$ cat src/rtl/edge_det_pkg.sv
// Shared types and constants for the debounced edge detector: channel FSM
// states, edge_mode encodings and the debounce counter width helper.
package edge_det_pkg;

    typedef enum logic [1:0] {
        LOW       = 2'b00,
        RISE_WAIT = 2'b01,
        HIGH      = 2'b10,
        FALL_WAIT = 2'b11
    } state_t;

    localparam logic [1:0] MODE_RISE = 2'b00;
    localparam logic [1:0] MODE_FALL = 2'b01;
    localparam logic [1:0] MODE_BOTH = 2'b10;
    localparam logic [1:0] MODE_OFF  = 2'b11;

    // Width that can hold 0..n inclusive, never narrower than one bit.
    function automatic int cnt_width(input int n);
        return (n < 1) ? 1 : $clog2(n + 1);
    endfunction

endpackage

$ cat src/rtl/debounced_edge_detector_edge_channel.sv
// One channel: synchroniser, stable-count debounce FSM, registered event pulse
// and, when EDGE_STICKY_EN is defined, a sticky event flag.
module edge_channel
    import edge_det_pkg::*;
#(
    parameter int SYNC_STAGES     = 2,
    parameter int DEBOUNCE_CYCLES = 16
) (
    input  logic       clock,
    input  logic       reset,
    input  logic       w,
    input  logic [1:0] edge_mode,
    input  logic       event_clr,
    output logic       level,
    output logic       z,
    output logic       z_next,
    output logic       event_flag
);

    localparam int             CW       = cnt_width(DEBOUNCE_CYCLES);
    localparam logic [CW-1:0]  CNT_LAST = CW'(DEBOUNCE_CYCLES - 1);

    logic [SYNC_STAGES-1:0] sync_q, sync_d;
    state_t                 state_q, state_d;
    logic [CW-1:0]          cnt_q, cnt_d;
    logic                   z_q, z_d;
    logic                   s, rise, fall;

    assign sync_d = {sync_q[SYNC_STAGES-2:0], w};
    assign s      = sync_q[SYNC_STAGES-1];

    always_comb begin
        // NOTE: every output gets a default first so no path through the case infers a latch.
        state_d = state_q;
        cnt_d   = cnt_q;
        rise    = 1'b0;
        fall    = 1'b0;
        case (state_q)
            LOW: if (s) begin
                if (DEBOUNCE_CYCLES == 1) begin
                    state_d = HIGH;
                    cnt_d   = '0;
                    rise    = 1'b1;
                end else begin
                    state_d = RISE_WAIT;
                    cnt_d   = CW'(1);
                end
            end
            RISE_WAIT: begin
                if (!s) begin
                    state_d = LOW;
                    cnt_d   = '0;
                end else if (cnt_q == CNT_LAST) begin
                    state_d = HIGH;
                    cnt_d   = '0;
                    rise    = 1'b1;
                end else begin
                    cnt_d = cnt_q + CW'(1);
                end
            end
            HIGH: if (!s) begin
                if (DEBOUNCE_CYCLES == 1) begin
                    state_d = LOW;
                    cnt_d   = '0;
                    fall    = 1'b1;
                end else begin
                    state_d = FALL_WAIT;
                    cnt_d   = CW'(1);
                end
            end
            FALL_WAIT: begin
                if (s) begin
                    state_d = HIGH;
                    cnt_d   = '0;
                end else if (cnt_q == CNT_LAST) begin
                    state_d = LOW;
                    cnt_d   = '0;
                    fall    = 1'b1;
                end else begin
                    cnt_d = cnt_q + CW'(1);
                end
            end
            default: begin
                state_d = LOW;
                cnt_d   = '0;
            end
        endcase
    end

    // Mode is looked at on the same edge that accepts the new level.
    assign z_d = (rise && (edge_mode == MODE_RISE || edge_mode == MODE_BOTH)) ||
                 (fall && (edge_mode == MODE_FALL || edge_mode == MODE_BOTH));

    // NOTE: reset is asynchronous, so it sits in the sensitivity list and wins over the clock.
    always_ff @(posedge clock or posedge reset) begin
        if (reset) begin
            // NOTE: sequential state uses non-blocking assignments so all flops update together.
            sync_q  <= '0;
            state_q <= LOW;
            cnt_q   <= '0;
            z_q     <= 1'b0;
        end else begin
            sync_q  <= sync_d;
            state_q <= state_d;
            cnt_q   <= cnt_d;
            z_q     <= z_d;
        end
    end

    assign level  = (state_q == HIGH) || (state_q == FALL_WAIT);
    assign z      = z_q;
    assign z_next = z_d;

`ifdef EDGE_STICKY_EN
    logic flag_q, flag_d;

    // A new pulse takes priority over a simultaneous clear.
    always_comb begin
        flag_d = flag_q;
        if (z_d)            flag_d = 1'b1;
        else if (event_clr) flag_d = 1'b0;
    end

    always_ff @(posedge clock or posedge reset) begin
        if (reset) flag_q <= 1'b0;
        else       flag_q <= flag_d;
    end

    assign event_flag = flag_q;
`else
    logic unused_event_clr;
    assign unused_event_clr = event_clr;
    assign event_flag       = 1'b0;
`endif

endmodule

$ cat src/rtl/debounced_edge_detector.sv
// Multi-channel debounced edge detector top: one edge_channel per input and a
// registered OR of all pulses. Define EDGE_STICKY_EN to enable sticky flags.
module debounced_edge_detector
    import edge_det_pkg::*;
#(
    parameter int CHANNELS        = 4,
    parameter int SYNC_STAGES     = 2,
    parameter int DEBOUNCE_CYCLES = 16
) (
    input  logic                clock,
    input  logic                reset,
    input  logic [CHANNELS-1:0] w,
    input  logic [1:0]          edge_mode,
    input  logic [CHANNELS-1:0] event_clr,
    output logic [CHANNELS-1:0] level,
    output logic [CHANNELS-1:0] z,
    output logic                any_z,
    output logic [CHANNELS-1:0] event_flag
);

    logic [CHANNELS-1:0] z_next;
    logic                any_z_q, any_z_d;

    for (genvar i = 0; i < CHANNELS; i++) begin : g_ch
        edge_channel #(
            .SYNC_STAGES    (SYNC_STAGES),
            .DEBOUNCE_CYCLES(DEBOUNCE_CYCLES)
        ) u_ch (
            .clock     (clock),
            .reset     (reset),
            .w         (w[i]),
            .edge_mode (edge_mode),
            .event_clr (event_clr[i]),
            .level     (level[i]),
            .z         (z[i]),
            .z_next    (z_next[i]),
            .event_flag(event_flag[i])
        );
    end

    // Built from the channels' next-pulse terms so any_z lands in the same cycle as z.
    assign any_z_d = |z_next;

    always_ff @(posedge clock or posedge reset) begin
        if (reset) any_z_q <= 1'b0;
        else       any_z_q <= any_z_d;
    end

    assign any_z = any_z_q;

endmodule

$ cat config.mk
export PLATFORM = sky130hd
export DESIGN_NAME = debounced_edge_detector
export DESIGN_NICKNAME = d
export VERILOG_FILES = /design/src/rtl/edge_det_pkg.sv /design/src/rtl/debounced_edge_detector_edge_channel.sv /design/src/rtl/debounced_edge_detector.sv
export SDC_FILE = /design/constraint.sdc
export NUM_CORES = 1
export LEC_CHECK = 0
export ABC_AREA = 0
export CAP_MARGIN = 20
export CORE_UTILIZATION = 54
export DETAILED_ROUTE_END_ITERATION = 8
export GPL_TIMING_DRIVEN = 0
export PLACE_DENSITY = 0.77
export SYNTH_ARGS = -nofsm -noshare
export SYNTH_HDL_FRONTEND = slang
export SYNTH_SLANG_ARGS = --single-unit
$ cat constraint.sdc
create_clock -name clock -period 1.5 [get_ports clock]
set_input_delay 0.3 -clock clock [delete_from_list [all_inputs] [get_ports clock]]
set_output_delay 0.3 -clock clock [all_outputs]
set_load 0.03 [all_outputs]
==> impl_results.md <==
- Final worst-path setup slack: 0.0515 ns
- Critical path type: register to output port
- Die area: 0.00381 sq mm
- # hold bufs at CTS: 0
- Post-route ant nets: 0
- First-pass GRT wire length: 5180 um
- Number of antenna violations at the first check in global routing: 0
- Number of buffers created by CTS: 5
- RSZ-0062 raised after global routing: no
- Drt first pass iters: 4
- Fin crit period: 1.45 ns
- Net Sw Power: 516 uW
- Post-synthesis sequential area ratio: 53.2%
- Total I/O pin count: 25
- Vias per Instance: 5.22
- Syn. warnings: 0
- Most common cell after layout, fill and taps aside: dfrtp_1
- Site row count: 21
- Maxcap violations: 0
- Nets@finish: 230
- DRC violations left: 0
- Mean routed wirelength per cell: 12.7 um
- Comb power frac: 10.6%
- GPL Wtd Cong: 0.770
- Relative slew margins: 45.8%
- Endpoints failing setup: 0
- CTS max path bufs: 2
- Root Buffer: clkbuf_4
- Via count: 1,348
- CP dominant cell by count: buf_4
- Hold Path Class: register to register
- Post-synthesis cell count: 182
- Share of cells above drive strength 1: 22.2%
- Layout area overhead: 17.2%
- Clk slew on worst S/H paths: 0.11 ns
- Power, Total: 2.12 mW
- Fin crit share: 96.6%
- Clock network power share: 31.6%
- Starting Density: 56.8%
- GR peak layer: met2
- Pint: 1.61 mW
- Final clock skew: 0.00784 ns
- Placed Area: 0.00216 sq mm
- Peak Freq: 0.690 GHz
- Unique masters post-synth: 34
- Met3 Track Usage GR: 4.76%
- Worst-Skew Late Latency: 0.34 ns
- Vias in the first global route: 1,227
- Synth Area in Simple Gates: 14.7%
- H-tree Lvls: 2
- Required time of the critical path: 1.20 ns
- CP peak stage delay: 0.43 ns
- GRT met1 Usage: 23.1%
- Synth Register Bits: 41
- Antenna diode count: 0
- CTS Sinks: 41
- Buffers on Ports: 16
- Largest net degree at the start of global routing: 42
- Final Hold Vio Count: 0
- Remaining Overflow, GRT: 0
- Sw Share: 24.3%
- CP Launch Type: register
- Number of fill cells in the layout: 277
- WP data arrival: 1.15 ns
- Multi-input gate area: 792 sq um
- Worst-margin pin slew: 0.813 ns
- Post-synthesis mux area share: 2.79%
- Worst-path cell chain: clkbuf_1, buf_4, buf_4
- Die width: 61.7 um
- Worst setup EP type: output port
- Core Box Area: 0.00339 sq mm
- Most frequent cells in the layout: dfrtp_1 (40), o21ai_0 (20), nand3_1 (18)
- Fin area: 0.00226 sq mm
- Compound-Gate Fraction of Synth Area: 11.7%
- Met2 Usage GRT: 33.2%
- Slowest stage cell on the critical path: dfrtp_2
- All-Layer GR Usage: 19.3%
- DRT iter0 DRCs: 57
- Leak Pwr: 1.12 nW
- DP Worst Slack: -0.257 ns
- Max Transition Viols Final: 0
- Total power per unit cell area: 940 mW/mm^2
- Synth Area in Adders: 3.90%
- Maximum vdd drop: 968 uV
- Post-Syn Area: 0.00193 sq mm
- Die H: 61.7 um
- Syn Area/Cell: 10.6 sq um
- Flip-flop and latch area: 0.00103 sq mm
- Status: finished, final reports clean
- Post-DP HPWL: 2310 um
- Sequential share of power: 57.9%
- CTS tree: yes
- Worst Path Max Fanout: 2
- XOR/XNOR Fraction of Synth Area: 5.39%
- Non-Filler Instances: 258
- Placed insts: 247
- Main combinational cell family by area after synthesis: simple AND/OR/NAND/NOR gates
- Detailed Route WL: 3280 um
## critical path: cells and delay by family (launching register included)
family                 cells  cell delay [ns]
buffers and inverters      3             0.37
flip-flops                 1             0.43
## metrics by stage
| step | hold slack [ns] | TNS (ns) | util (%) |
|---|---|---|---|
| 2_1_floorplan | 0.331 | 0 | - |
| 3_3_place_gp | 0.333 | -23.37 | 63.6 |
| 3_5_place_dp | 0.336 | -1.29 | 63.6 |
| 4_1_cts | 0.362 | 0 | 66.1 |
| 5_1_grt | 0.366 | 0 | 66.6 |
| 6_report | 0.356 | 0 | 66.6 |
## cell families (layout without fill, tap and decap cells)
logic type	count (synthesis)	count (layout)
adder cells (fa/ha/maj)	6	6
AO/OA/AOI/OAI	36	36
buffers and inverters	28	55
multiplexers	5	5
XOR/XNOR	11	11
other	1	4
AND/OR/NAND/NOR	54	54
flip-flops	41	41
## registers in the layout, summed over array words and instances (netlist names), named ones only
register,cells
g_ch.u_ch.cnt_q,20
g_ch.u_ch.sync_q,8
g_ch.u_ch.state_q,4
g_ch.u_ch.z,4
any_z,1
## worst paths after layout
path	endpoint	cells past startpoint	startpoint	slack (ns)
worst max-delay path	level[2]	3	register	0.05
min in group asynchronous	g_ch[1].u_ch.cnt_q[3]	2	reset	0.43
worst min-delay path	g_ch[3].u_ch.sync_q[1]	0	g_ch[3].u_ch.sync_q[0]	0.36
worst max register to register	g_ch[3].u_ch.cnt_q[3]	5	g_ch[3].u_ch.cnt_q[0]	0.08
max in group asynchronous	async pin	2	reset	0.51
worst min register to register	g_ch[3].u_ch.sync_q[1]	0	g_ch[3].u_ch.sync_q[0]	0.36
## power groups by stage
stage | combinational [mW] | sequential [mW] | clock (mW)
final | 0.224 | 1.23 | 0.671
after global routing | 0.256 | 1.24 | 0.739
after CTS | 0.224 | 1.23 | 0.699
after detailed placement | 0.223 | 1.25 | 0
after global placement | 0.205 | 1.24 | 0
after floorplan | 0.167 | 1.23 | 0
## repair_timing
item | CTS | global route
buffers inserted | 4 | 0
gates resized for setup | 26 | 18
endpoints found under the setup margin | 9 | 16
pin swaps | 0 | 0
## cell type report
class                   count  share of cell area, %
flip-flops and latches     41                   45.5
plain buffers              19                   5.21
repair buffers             20                   6.98
inverters                   9                   1.50
well taps                  46                   2.55
multi-input cells         116                   35.1
clock buffers               5                   1.66
clock inverters             2                   1.55
## synthesized netlist by cell type (all sizes together)
cell type     n  share of area, %
a21oi         2              0.52
a22o          1              0.45
a31o          2              0.91
a31oi         2              0.65
a32o          2               1.0
and2          2              0.65
and3          2              0.71
and4b         3               1.6
buf          12               4.7
clkbuf        6               1.2
conb          1              0.19
dfrtp        41                53
dlygate4sd1   1              0.45
ha            6               3.9
inv           9               1.8
mux2          3               1.8
mux2i         2               1.0
nand2        12               2.5
nand2b        3              0.97
nand3        18               4.7
nand3b        4               1.6
nor2          9               1.8
nor3b         1              0.39
o2111ai       1              0.45
o21a          4               1.6
o21ai        20               5.2
o22a          1              0.45
o32ai         1              0.45
xnor2         4               1.8
xor2          7               3.6
## per-layer routing
layer  share of wire, %  wire length [um]
met1                 44              1430
met2                 51              1690
met3                3.3               107
met4                1.6                51
met5                  0                 0
No activity file was read; power rests on OpenSTA's default activity.
